$ cat src/rtl/instr_loader_pkg.sv
// ----------------------------------------------------------------------------
// instr_loader_pkg
// Shared definitions for the program loader and the CPU controller:
//   - state_t           : loader FSM state encoding
//   - OP_*              : opcode constants of the instruction set
//   - LEGAL_OPS         : packed list of every opcode the loader accepts
//   - NUM_LEGAL_OPS     : number of entries in LEGAL_OPS
// ----------------------------------------------------------------------------
package instr_loader_pkg;

   typedef enum logic [2:0] {
      S_IDLE    = 3'd0,
      S_HEADER  = 3'd1,
      S_COLLECT = 3'd2,
      S_WRITE   = 3'd3,
      S_DONE    = 3'd4,
      S_ERR     = 3'd5
   } state_t;

   localparam logic [5:0] OP_SPECIAL = 6'b000000;
   localparam logic [5:0] OP_SLTI    = 6'b001010;
   localparam logic [5:0] OP_J       = 6'b000010;
   localparam logic [5:0] OP_JAL     = 6'b000011;
   localparam logic [5:0] OP_LW      = 6'b100011;
   localparam logic [5:0] OP_SW      = 6'b101011;
   localparam logic [5:0] OP_ADDI    = 6'b001000;
   localparam logic [5:0] OP_CUSTOM  = 6'b110011;

   localparam int NUM_LEGAL_OPS = 8;

   // Entry gi lives at bits [gi*6 +: 6]; OP_SPECIAL is entry 0.
   localparam logic [NUM_LEGAL_OPS*6-1:0] LEGAL_OPS = {
      OP_CUSTOM, OP_ADDI, OP_SW, OP_LW, OP_JAL, OP_J, OP_SLTI, OP_SPECIAL
   };

endpackage

$ cat src/rtl/instr_loader_opcode_check.sv
// ----------------------------------------------------------------------------
// opcode_check
// Combinational legality test of an instruction opcode.
//   opcode : input  6-bit opcode field (instruction bits [31:26])
//   legal  : output 1 when the opcode is in the supported instruction set
// ----------------------------------------------------------------------------
module opcode_check
   import instr_loader_pkg::*;
(
   input  logic [5:0] opcode,
   output logic       legal
);

   logic [NUM_LEGAL_OPS-1:0] hit;

   for (genvar gi = 0; gi < NUM_LEGAL_OPS; gi++) begin : g_match
      assign hit[gi] = (opcode == LEGAL_OPS[gi*6 +: 6]);
   end

   assign legal = |hit;

endmodule

$ cat src/rtl/instr_loader.sv
// ----------------------------------------------------------------------------
// instr_loader
// Receives a program as a byte stream (count byte N, then N big-endian 32-bit
// words), checks each opcode and writes legal words into instruction memory
// while holding the CPU in reset. Releases the CPU once all N words are in.
//   clk, reset          : clock, synchronous active-low reset
//   start               : one-cycle pulse, begins a load (IDLE/DONE/ERR only)
//   rx_data/valid/ready : byte stream handshake, transfer on valid & ready
//   imem_we/addr/wdata  : instruction memory write port
//   cpu_hold            : 1 keeps CPU and controller in reset
//   done                : program loaded, CPU running
//   error, err_addr     : load aborted, word index responsible
// ----------------------------------------------------------------------------
module instr_loader
   import instr_loader_pkg::*;
#(
   parameter int DEPTH  = 64,
   parameter int ADDR_W = 6
) (
   input  logic              clk,
   input  logic              reset,
   input  logic              start,
   input  logic [7:0]        rx_data,
   input  logic              rx_valid,
   output logic              rx_ready,
   output logic              imem_we,
   output logic [ADDR_W-1:0] imem_addr,
   output logic [31:0]       imem_wdata,
   output logic              cpu_hold,
   output logic              done,
   output logic              error,
   output logic [ADDR_W-1:0] err_addr
);

   state_t            state_reg;
   logic              rx_ready_reg;
   logic              imem_we_reg;
   logic [ADDR_W-1:0] imem_addr_reg;
   logic [31:0]       imem_wdata_reg;
   logic              cpu_hold_reg;
   logic              done_reg;
   logic              error_reg;
   logic [ADDR_W-1:0] err_addr_reg;

   logic [ADDR_W-1:0] addr_reg;
   logic [1:0]        byte_cnt_reg;
   logic [7:0]        n_reg;
   logic [31:0]       word_reg;

   logic [31:0]       word_next;
   logic              opcode_legal;
   logic              transfer;
   logic              header_bad;
   logic              last_word;

   // Bytes shift in from the bottom, so after four transfers the first byte
   // sits in [31:24]. The opcode is judged on the word as it will be written.
   assign word_next  = {word_reg[23:0], rx_data};
   assign transfer   = rx_valid && rx_ready_reg;
   assign header_bad = (rx_data == 8'd0) || (32'(rx_data) > 32'(DEPTH));
   assign last_word  = (32'(addr_reg) == (32'(n_reg) - 32'd1));

   opcode_check u_opcode_check (
      .opcode (word_next[31:26]),
      .legal  (opcode_legal)
   );

   always_ff @(posedge clk) begin
      if (!reset) begin
         state_reg      <= S_IDLE;
         rx_ready_reg   <= 1'b0;
         imem_we_reg    <= 1'b0;
         imem_addr_reg  <= '0;
         imem_wdata_reg <= '0;
         cpu_hold_reg   <= 1'b1;
         done_reg       <= 1'b0;
         error_reg      <= 1'b0;
         err_addr_reg   <= '0;
         addr_reg       <= '0;
         byte_cnt_reg   <= '0;
         n_reg          <= '0;
         word_reg       <= '0;
      end else begin
         case (state_reg)
            S_IDLE: begin
               if (start) begin
                  state_reg    <= S_HEADER;
                  rx_ready_reg <= 1'b1;
               end
            end

            S_HEADER: begin
               if (transfer) begin
                  if (header_bad) begin
                     state_reg    <= S_ERR;
                     rx_ready_reg <= 1'b0;
                     error_reg    <= 1'b1;
                     err_addr_reg <= '0;
                  end else begin
                     state_reg    <= S_COLLECT;
                     n_reg        <= rx_data;
                     addr_reg     <= '0;
                     byte_cnt_reg <= '0;
                     word_reg     <= '0;
                  end
               end
            end

            S_COLLECT: begin
               if (transfer) begin
                  word_reg     <= word_next;
                  byte_cnt_reg <= byte_cnt_reg + 2'd1;
                  if (byte_cnt_reg == 2'd3) begin
                     // The write strobe doubles as the legality flag that
                     // WRITE consults to choose between advancing and ERR.
                     state_reg      <= S_WRITE;
                     rx_ready_reg   <= 1'b0;
                     imem_we_reg    <= opcode_legal;
                     imem_addr_reg  <= addr_reg;
                     imem_wdata_reg <= word_next;
                  end
               end
            end

            S_WRITE: begin
               imem_we_reg <= 1'b0;
               if (imem_we_reg) begin
                  if (last_word) begin
                     state_reg    <= S_DONE;
                     cpu_hold_reg <= 1'b0;
                     done_reg     <= 1'b1;
                  end else begin
                     state_reg    <= S_COLLECT;
                     addr_reg     <= addr_reg + ADDR_W'(1);
                     rx_ready_reg <= 1'b1;
                  end
               end else begin
                  state_reg    <= S_ERR;
                  error_reg    <= 1'b1;
                  err_addr_reg <= addr_reg;
               end
            end

            S_DONE: begin
               if (start) begin
                  state_reg    <= S_HEADER;
                  cpu_hold_reg <= 1'b1;
                  done_reg     <= 1'b0;
                  rx_ready_reg <= 1'b1;
               end
            end

            S_ERR: begin
               if (start) begin
                  state_reg    <= S_HEADER;
                  error_reg    <= 1'b0;
                  rx_ready_reg <= 1'b1;
               end
            end

            default: begin
               state_reg    <= S_IDLE;
               rx_ready_reg <= 1'b0;
               imem_we_reg  <= 1'b0;
               cpu_hold_reg <= 1'b1;
               done_reg     <= 1'b0;
            end
         endcase
      end
   end

   assign rx_ready   = rx_ready_reg;
   assign imem_we    = imem_we_reg;
   assign imem_addr  = imem_addr_reg;
   assign imem_wdata = imem_wdata_reg;
   assign cpu_hold   = cpu_hold_reg;
   assign done       = done_reg;
   assign error      = error_reg;
   assign err_addr   = err_addr_reg;

endmodule

$ cat config.mk
export PLATFORM = sky130hd
export DESIGN_NAME = instr_loader
export DESIGN_NICKNAME = d
export VERILOG_FILES = /design/src/rtl/instr_loader_pkg.sv /design/src/rtl/instr_loader_opcode_check.sv /design/src/rtl/instr_loader.sv
export SDC_FILE = /design/constraint.sdc
export NUM_CORES = 1
export LEC_CHECK = 0
export ABC_AREA = 1
export BUFFER_PORTS_ARGS = -buffer_cell sky130_fd_sc_hd__buf_2
export CORE_MARGIN = 5
export CORE_UTILIZATION = 51
export DETAILED_ROUTE_END_ITERATION = 8
export PLACE_DENSITY = 0.74
export SYNTH_ARGS = -nofsm -noshare
export SYNTH_HDL_FRONTEND = slang
export SYNTH_SLANG_ARGS = --single-unit
$ cat constraint.sdc
create_clock -name clk -period 1.8 [get_ports clk]
set_input_delay 0 -clock clk [delete_from_list [all_inputs] [get_ports clk]]
set_output_delay 0 -clock clk [all_outputs]
set_load 0.02 [all_outputs]
==> impl_metrics.py, run 1 <==
metrics = {
    "outcome": {
        "run_status": "complete, no violations",
    },
    "route": {
        "detail-route-antenna-nets": 0,
        "detailroute.via_count": 3864,
        "dr.first_iter.drc_count": 219,
        "routedWlPerCell_um": 14.6,
        "detail_route.first_pass.iterations": 4,
        "drt-vias-per-instance": 5.29,
        "detail_route.drc_violations": 0,
        "drt-total-wl_um": 10600,
    },
    "timing": {
        "clock-skew-final_ns": 0.00766,
        "post-route-period-util_pct": 97.4,
        "fin_ws_ns": 0.0462,
        "setup_total_negative_slack_ns": 0,
        "post-route-min-period_ns": 1.75,
        "timing_hold_violations_final": 0,
        "slew_viol_final": 0,
        "worst_slew_pin_slew_ns": 0.775,
        "timing.max_slew.rel_slack_pct": 48.3,
        "setup-violations-final": 0,
        "fmax_mhz": 570,
        "rsz0062_at_grt": "yes",
    },
    "layout": {
        "layout_stage_area_growth_over_the_synthesis_result_pct": 21.2,
        "final_layout_size_suffix_gt1_share_pct": 24.4,
        "fin_util_pct": 63.3,
        "antenna_cells": 0,
        "stdcell_count": 730,
        "number_of_filler_instances_in_the_final_layout": 658,
        "finish.net_count": 639,
        "largest_register_ffs": 32,
    },
    "clock_tree": {
        "clk_pin_slew_worst_paths_ns": 0.08,
        "clock-root-buffer": "sky130_fd_sc_hd__clkbuf_8",
        "clock_tree.htree_level_count": 3,
        "numCtsBuffers": 9,
        "cts-root-to-sink-buffers": 2,
        "cts_tree": "done",
        "clkLatencyLatePin_ns": 0.36,
        "cts.sinks": 92,
    },
    "power_and_ir_drop": {
        "max-vdd-ir-drop_mv": 0.654,
        "overall_power_mw": 5.11,
        "cellLeakagePower_nw": 2.05,
        "p_per_area_mw_per_mm2": 1040,
    },
    "synthesis": {
        "synth_top_cell_by_area": "sky130_fd_sc_hd__dfxtp_1",
        "ys_ff_latch": 92,
        "synth_area_per_cell_um2": 7.37,
        "instance_count_of_the_mapped_netlist": 548,
        "yosysMostFrequentCell": "sky130_fd_sc_hd__nand2_1",
        "synth_commonest_cells": "111 x sky130_fd_sc_hd__nand2_1, 94 x sky130_fd_sc_hd__nor2_1, 92 x sky130_fd_sc_hd__dfxtp_1, 48 x sky130_fd_sc_hd__o21ai_0, 45 x sky130_fd_sc_hd__a21oi_1",
        "ys.warnings.count": 0,
        "synth_async_sr_flop_share_pct": 0,
        "synth-seq-area-share_pct": 45.6,
        "synth-edff-count": 0,
        "synth.distinct_cells": 35,
        "synth_top_area_share_pct": 45.6,
        "syn_area_mm2": 0.00404,
        "synthesis.nets": 563,
        "ys.flop_type": "sky130_fd_sc_hd__dfxtp_1",
        "netlist_top_cells_area": "sky130_fd_sc_hd__dfxtp_1 46%, sky130_fd_sc_hd__nand2_1 10%, sky130_fd_sc_hd__nor2_1 8.7%",
    },
    "placement": {
        "pre_cts_slack_ns": -0.00816,
        "io_buffer_count": 60,
        "placed_cells_incl_taps": 698,
        "globalplace.congestion": 0.873,
        "dp_hpwl_um": 7100,
    },
    "floorplanning": {
        "core.rowCount": 32,
        "floorplan.io_pins": 61,
        "placeableCoreArea_mm2": 0.00773,
        "initial_core_util_pct": 52.3,
        "die_y_um": 99.0,
        "die_area_mm2": 0.00980,
        "chipWidth_um": 99.0,
    },
    "grt": {
        "grt_max_degree": 55,
        "first_global_vias": 3705,
        "grt_antenna_before_repair": 0,
        "grt_remaining_overflow": 0,
        "track_usage_pct": 21.0,
        "wire_length_of_the_first_global_routing_pass_um": 17000,
    },
    "worst_setup_path": {
        "critPathRequiredTime_ns": 2.09,
        "startpoint_type": "register",
        "reg2reg_slack_ns": 0.05,
        "reg2reg_to": "addr_reg[4]$_SDFFE_PN0P_",
        "r2r-start": "n_reg[0]$_SDFFE_PN0P_",
        "worstSetupEndpointType": "register",
        "crit_path_max_fanout": 8,
        "worst-endpoint-arrival_ns": 2.05,
        "worst_r2r_path_depth": 12,
        "crit_type": "reg -> reg",
    },
    "min_path": {
        "hold_class": "in -> reg",
        "holdPathEnd": "n_reg[2]$_SDFFE_PN0P_",
        "worst_hold_path.num_cells": 3,
        "hold_path_startpoint": "rx_data[2]",
    },
    "job": {
        "max_cap_viols": 0,
    },
}
area by class of cell:
cell class	count	area, µm²	share of cell area, %
inverters	42	163	3.32
well taps	102	128	2.61
clock inverters	5	85.1	1.74
flip-flops and latches	92	1850	37.7
multi-input cells	391	1990	40.6
repair buffers	88	558	11.4
clock buffers	10	128	2.61
power breakdown:
group,internal [mW],switching [mW],total (mW)
clock,0.785,0.730,1.52
sequential,2.16,0.156,2.31
combinational,0.461,0.827,1.29
total,3.40,1.71,5.11
layout by cell type (no fill, tap or decap), types with 2 or more instances in the layout:
master / n
sky130_fd_sc_hd__nand2_1: 107
sky130_fd_sc_hd__nor2_1: 90
sky130_fd_sc_hd__dfxtp_1: 89
sky130_fd_sc_hd__buf_2: 60
sky130_fd_sc_hd__o21ai_0: 48
sky130_fd_sc_hd__a21oi_1: 44
sky130_fd_sc_hd__inv_1: 35
sky130_fd_sc_hd__nand3_1: 25
sky130_fd_sc_hd__nand2_2: 15
sky130_fd_sc_hd__buf_4: 14
sky130_fd_sc_hd__a21oi_2: 13
sky130_fd_sc_hd__dlygate4sd3_1: 11
sky130_fd_sc_hd__clkbuf_8: 9
sky130_fd_sc_hd__nand3b_1: 7
sky130_fd_sc_hd__nand4_1: 7
sky130_fd_sc_hd__nor2_2: 6
sky130_fd_sc_hd__inv_2: 5
sky130_fd_sc_hd__nor2_4: 4
sky130_fd_sc_hd__nand3_2: 3
sky130_fd_sc_hd__dfxtp_2: 3
sky130_fd_sc_hd__inv_4: 2
sky130_fd_sc_hd__o21ai_2: 2
sky130_fd_sc_hd__nand3_4: 2
sky130_fd_sc_hd__o21ai_1: 2
sky130_fd_sc_hd__ha_1: 2
sky130_fd_sc_hd__bufinv_16: 2
sky130_fd_sc_hd__inv_6: 2
sky130_fd_sc_hd__buf_6: 2
worst max-delay path: stages, from the launching register on:
cell,delay (ns)
sky130_fd_sc_hd__dfxtp_2,0.34
sky130_fd_sc_hd__inv_2,0.05
sky130_fd_sc_hd__ha_4,0.26
sky130_fd_sc_hd__or2_4,0.10
sky130_fd_sc_hd__nand3_2,0.06
sky130_fd_sc_hd__nor2_1,0.09
sky130_fd_sc_hd__nand3_1,0.09
sky130_fd_sc_hd__nor2_2,0.16
sky130_fd_sc_hd__nand3_4,0.14
sky130_fd_sc_hd__buf_6,0.15
sky130_fd_sc_hd__nand4_1,0.06
sky130_fd_sc_hd__nand2_1,0.05
sky130_fd_sc_hd__nor2_1,0.13
stage by stage:
step | instance area [µm²] | hold slack (ns)
after floorplan | 4040 | 0.148
after global placement | 4440 | 0.299
after detailed placement | 4440 | 0.298
after CTS | 4800 | 0.00991
after global routing | 4890 | 0.0594
final | 4890 | 0.0311
cell families (layout without fill, tap and decap cells):
| logic type | count (synthesis) | after routing | synth area share [%] |
|---|---|---|---|
| adders and majority gates | 3 | 3 | 0.929 |
| AOI/OAI and AO/OA | 113 | 114 | 15.7 |
| buffers and inverters | 66 | 145 | 7.09 |
| and+or+nand+nor | 272 | 272 | 30.2 |
| DFF | 92 | 92 | 45.6 |
| xor gates and xnor gates | 2 | 2 | 0.434 |
metal layers:
layer  vias up  global-route usage (%)  share of wire, %
li1       1927                       -                 -
met1      1795                    28.9                46
met2       126                    33.3                45
met3        16                    3.54               7.2
met4         0                    7.25               1.3
met5         -                       0                 0
what timing repair did:
| item | 4_1_cts | 5_1_grt |
|---|---|---|
| setup endpoints to repair | 5 | 28 |
| setup buffers | 2 | 3 |
| hold buffers | 11 | 0 |
| hold endpoints to repair | 11 | 0 |
| cloned | 0 | 1 |
| pin swaps | 4 | 8 |
| resized for setup | 4 | 20 |
worst max-delay path by stage:
stage,to,startpoint,cells after the start,slack [ns]
4_1_cts,addr_reg[1]$_SDFFE_PN0P_,n_reg[0]$_SDFFE_PN0P_,12,0.008
2_1_floorplan,addr_reg[1]$_SDFFE_PN0P_,n_reg[0]$_SDFFE_PN0P_,11,0.11
3_3_place_gp,addr_reg[1]$_SDFFE_PN0P_,n_reg[1]$_SDFFE_PN0P_,12,0.09
3_5_place_dp,addr_reg[0]$_SDFFE_PN0P_,n_reg[1]$_SDFFE_PN0P_,12,-0.008
5_1_grt,addr_reg[1]$_SDFFE_PN0P_,n_reg[0]$_SDFFE_PN0P_,12,-0.02
6_report,addr_reg[4]$_SDFFE_PN0P_,n_reg[0]$_SDFFE_PN0P_,12,0.05
(Power assumes the default switching activity.)
==> inputs of run 2 (changes only) <==
==> constraint.sdc (replaced) <==
create_clock -name clk -period 1.8 [get_ports clk]
set_input_delay 0.18 -clock clk [delete_from_list [all_inputs] [get_ports clk]]
set_output_delay 0.18 -clock clk [all_outputs]
set_load 0.02 [all_outputs]
==> run 2 against run 1 <==
Net effect:
- largest power group unchanged
- sequential power about the same
- highest routed layer unchanged
- critical path depth unchanged
- clock skew about the same
==> impl_metrics.py, run 2 (synthesis gave the netlist of run 1 again) <==
metrics = {
    "worst_setup_path": {
        "crit_path_max_fanout": 8,
        "worst_r2r_path_depth": 12,
        "critPathRequiredTime_ns": 2.06,
        "reg2reg_slack_ns": 0.04,
        "worst-endpoint-arrival_ns": 2.02,
        "startpoint_type": "register",
        "reg2reg_to": "addr_reg[1]$_SDFFE_PN0P_",
        "crit_type": "reg -> reg",
        "worstSetupEndpointType": "register",
        "r2r-start": "n_reg[0]$_SDFFE_PN0P_",
    },
    "placement": {
        "globalplace.congestion": 0.856,
        "post_dp_cell_area_mm2": 0.00448,
        "dp_hpwl_um": 7000,
        "io_buffer_count": 60,
        "pre_cts_slack_ns": 0.00274,
    },
    "power_and_ir_drop": {
        "share_clk_of_total_power_pct": 31.0,
        "cellLeakagePower_nw": 2.02,
        "cell_internal_power_mw": 3.45,
        "netSwitchingFraction_pct": 33.6,
        "max-vdd-ir-drop_mv": 0.598,
        "power_frac_seq_pct": 44.5,
        "netSwitchingPower_mw": 1.75,
        "p_per_area_mw_per_mm2": 1090,
        "combinationalPowerShare_pct": 24.5,
    },
    "grt": {
        "grt_max_degree": 55,
        "grt_antenna_before_repair": 0,
        "first_global_vias": 3606,
        "track_usage_pct": 20.8,
        "wire_length_of_the_first_global_routing_pass_um": 16900,
        "grt_remaining_overflow": 0,
    },
    "timing": {
        "timing.max_slew.rel_slack_pct": 57.1,
        "setup_total_negative_slack_ns": 0,
        "post_route_worst_hold_slack_ns": 0.104,
        "timing_hold_violations_final": 0,
        "rsz0062_at_grt": "yes",
        "clock-skew-final_ns": 0.00807,
        "fmax_mhz": 569,
        "slew_viol_final": 0,
        "worst_slew_pin_slew_ns": 0.643,
        "post-route-period-util_pct": 97.6,
        "post-route-min-period_ns": 1.76,
        "fin_ws_ns": 0.0428,
        "setup-violations-final": 0,
    },
    "floorplanning": {
        "floorplan.io_pins": 61,
        "die_y_um": 99.0,
        "die_area_mm2": 0.00980,
        "chipWidth_um": 99.0,
        "initial_core_util_pct": 52.3,
        "core.rowCount": 32,
        "placeableCoreArea_mm2": 0.00773,
    },
    "layout": {
        "final_layout_size_suffix_gt1_share_pct": 25.6,
        "layout_stage_area_growth_over_the_synthesis_result_pct": 18.6,
        "final_cell_mix": "106 x sky130_fd_sc_hd__nand2_1, 91 x sky130_fd_sc_hd__nor2_1, 88 x sky130_fd_sc_hd__dfxtp_1",
        "largest_register_ffs": 32,
        "mostFrequentLayoutCell": "sky130_fd_sc_hd__nand2_1",
        "finish.net_count": 626,
        "finish.instance_area_mm2": 0.00479,
        "antenna_cells": 0,
    },
    "route": {
        "drt-total-wl_um": 10100,
        "detailroute.via_count": 3807,
        "dr.first_iter.drc_count": 270,
        "routedWlPerCell_um": 14.0,
        "detail-route-antenna-nets": 0,
        "detail_route.first_pass.iterations": 6,
        "detail_route.drc_violations": 0,
        "drt-vias-per-instance": 5.30,
    },
    "clock_tree": {
        "clock_tree.htree_level_count": 3,
        "clkLatencyLatePin_ns": 0.36,
        "clk_pin_slew_worst_paths_ns": 0.09,
        "cts-root-to-sink-buffers": 2,
        "numCtsBuffers": 9,
        "clock-root-buffer": "sky130_fd_sc_hd__clkbuf_8",
        "cts.sinks": 92,
        "cts_tree": "done",
    },
    "min_path": {
        "holdPathEnd": "word_reg[7]$_SDFFE_PN0P_",
        "hold_class": "in -> reg",
        "hold_path_startpoint": "rx_data[7]",
        "worst_hold_path.num_cells": 3,
    },
    "outcome": {
        "run_status": "complete, no violations",
    },
    "job": {
        "max_cap_viols": 0,
    },
}
==> run 2: timing repair <==
item,CTS,global route
hold buffers,0,0
setup buffers,2,0
pin swaps,6,10
gates cloned,0,0
resized for setup,8,16
setup endpoints to repair,6,14
==> run 2: power by group through the flow <==
stage / Combinational [mW] / Sequential, mW / Clock [mW]
final: 1.27 / 2.31 / 1.61
after CTS: 1.20 / 2.31 / 1.63
after global placement: 1.15 / 2.35 / 0
after detailed placement: 1.17 / 2.35 / 0
after global routing: 1.42 / 2.33 / 1.73
after floorplan: 0.857 / 2.34 / 0
==> run 2: worst max-delay path by stage <==
stage,startpoint,end,slack (ns),cells past startpoint
after global placement,n_reg[1]$_SDFFE_PN0P_,addr_reg[1]$_SDFFE_PN0P_,0.1,12
final,n_reg[0]$_SDFFE_PN0P_,addr_reg[1]$_SDFFE_PN0P_,0.04,12
after global routing,n_reg[1]$_SDFFE_PN0P_,addr_reg[1]$_SDFFE_PN0P_,-0.08,12
after CTS,n_reg[0]$_SDFFE_PN0P_,addr_reg[5]$_SDFFE_PN0P_,0.02,12
after floorplan,n_reg[0]$_SDFFE_PN0P_,addr_reg[1]$_SDFFE_PN0P_,0.11,11
after detailed placement,n_reg[1]$_SDFFE_PN0P_,addr_reg[2]$_SDFFE_PN0P_,0.003,12
==> run 2: area by class of cell <==
class,instances,area (µm²)
Fill cell,701,2940
Sequential cell,92,1850
Tap cell,102,128
Timing Repair Buffer,76,458
Multi-Input combinational cell,390,1970
Inverter,42,160
Clock inverter,6,93.8
Clock buffer,10,138
==> run 2: per-layer routing <==
layer	share of wire, %	track usage, %
met2	45	31.8
met5	0	0
met3	5.7	3.47
met4	1.8	7.67
met1	48	29.5
==> run 2: per-stage QoR <==
stage / std cells / total power, mW / util, %
floorplan: 548 / 3.20 / -
global placement: 700 / 3.50 / 58.0
detailed placement: 700 / 3.52 / 58.0
CTS: 718 / 5.14 / 61.5
global route: 718 / 5.49 / 62.0
finish: 718 / 5.20 / 62.0
==> run 2: worst max-delay path, cell delays in order, from the launching register on <==
cell	delay, ns
sky130_fd_sc_hd__dfxtp_2	0.34
sky130_fd_sc_hd__inv_2	0.05
sky130_fd_sc_hd__ha_4	0.26
sky130_fd_sc_hd__or2_4	0.11
sky130_fd_sc_hd__nand3_2	0.06
sky130_fd_sc_hd__nor2_1	0.12
sky130_fd_sc_hd__nand3_1	0.07
sky130_fd_sc_hd__nor2_1	0.13
sky130_fd_sc_hd__nand3_2	0.20
sky130_fd_sc_hd__nand3_4	0.17
sky130_fd_sc_hd__nand2_1	0.07
sky130_fd_sc_hd__nand2_1	0.05
sky130_fd_sc_hd__nor2_1	0.04
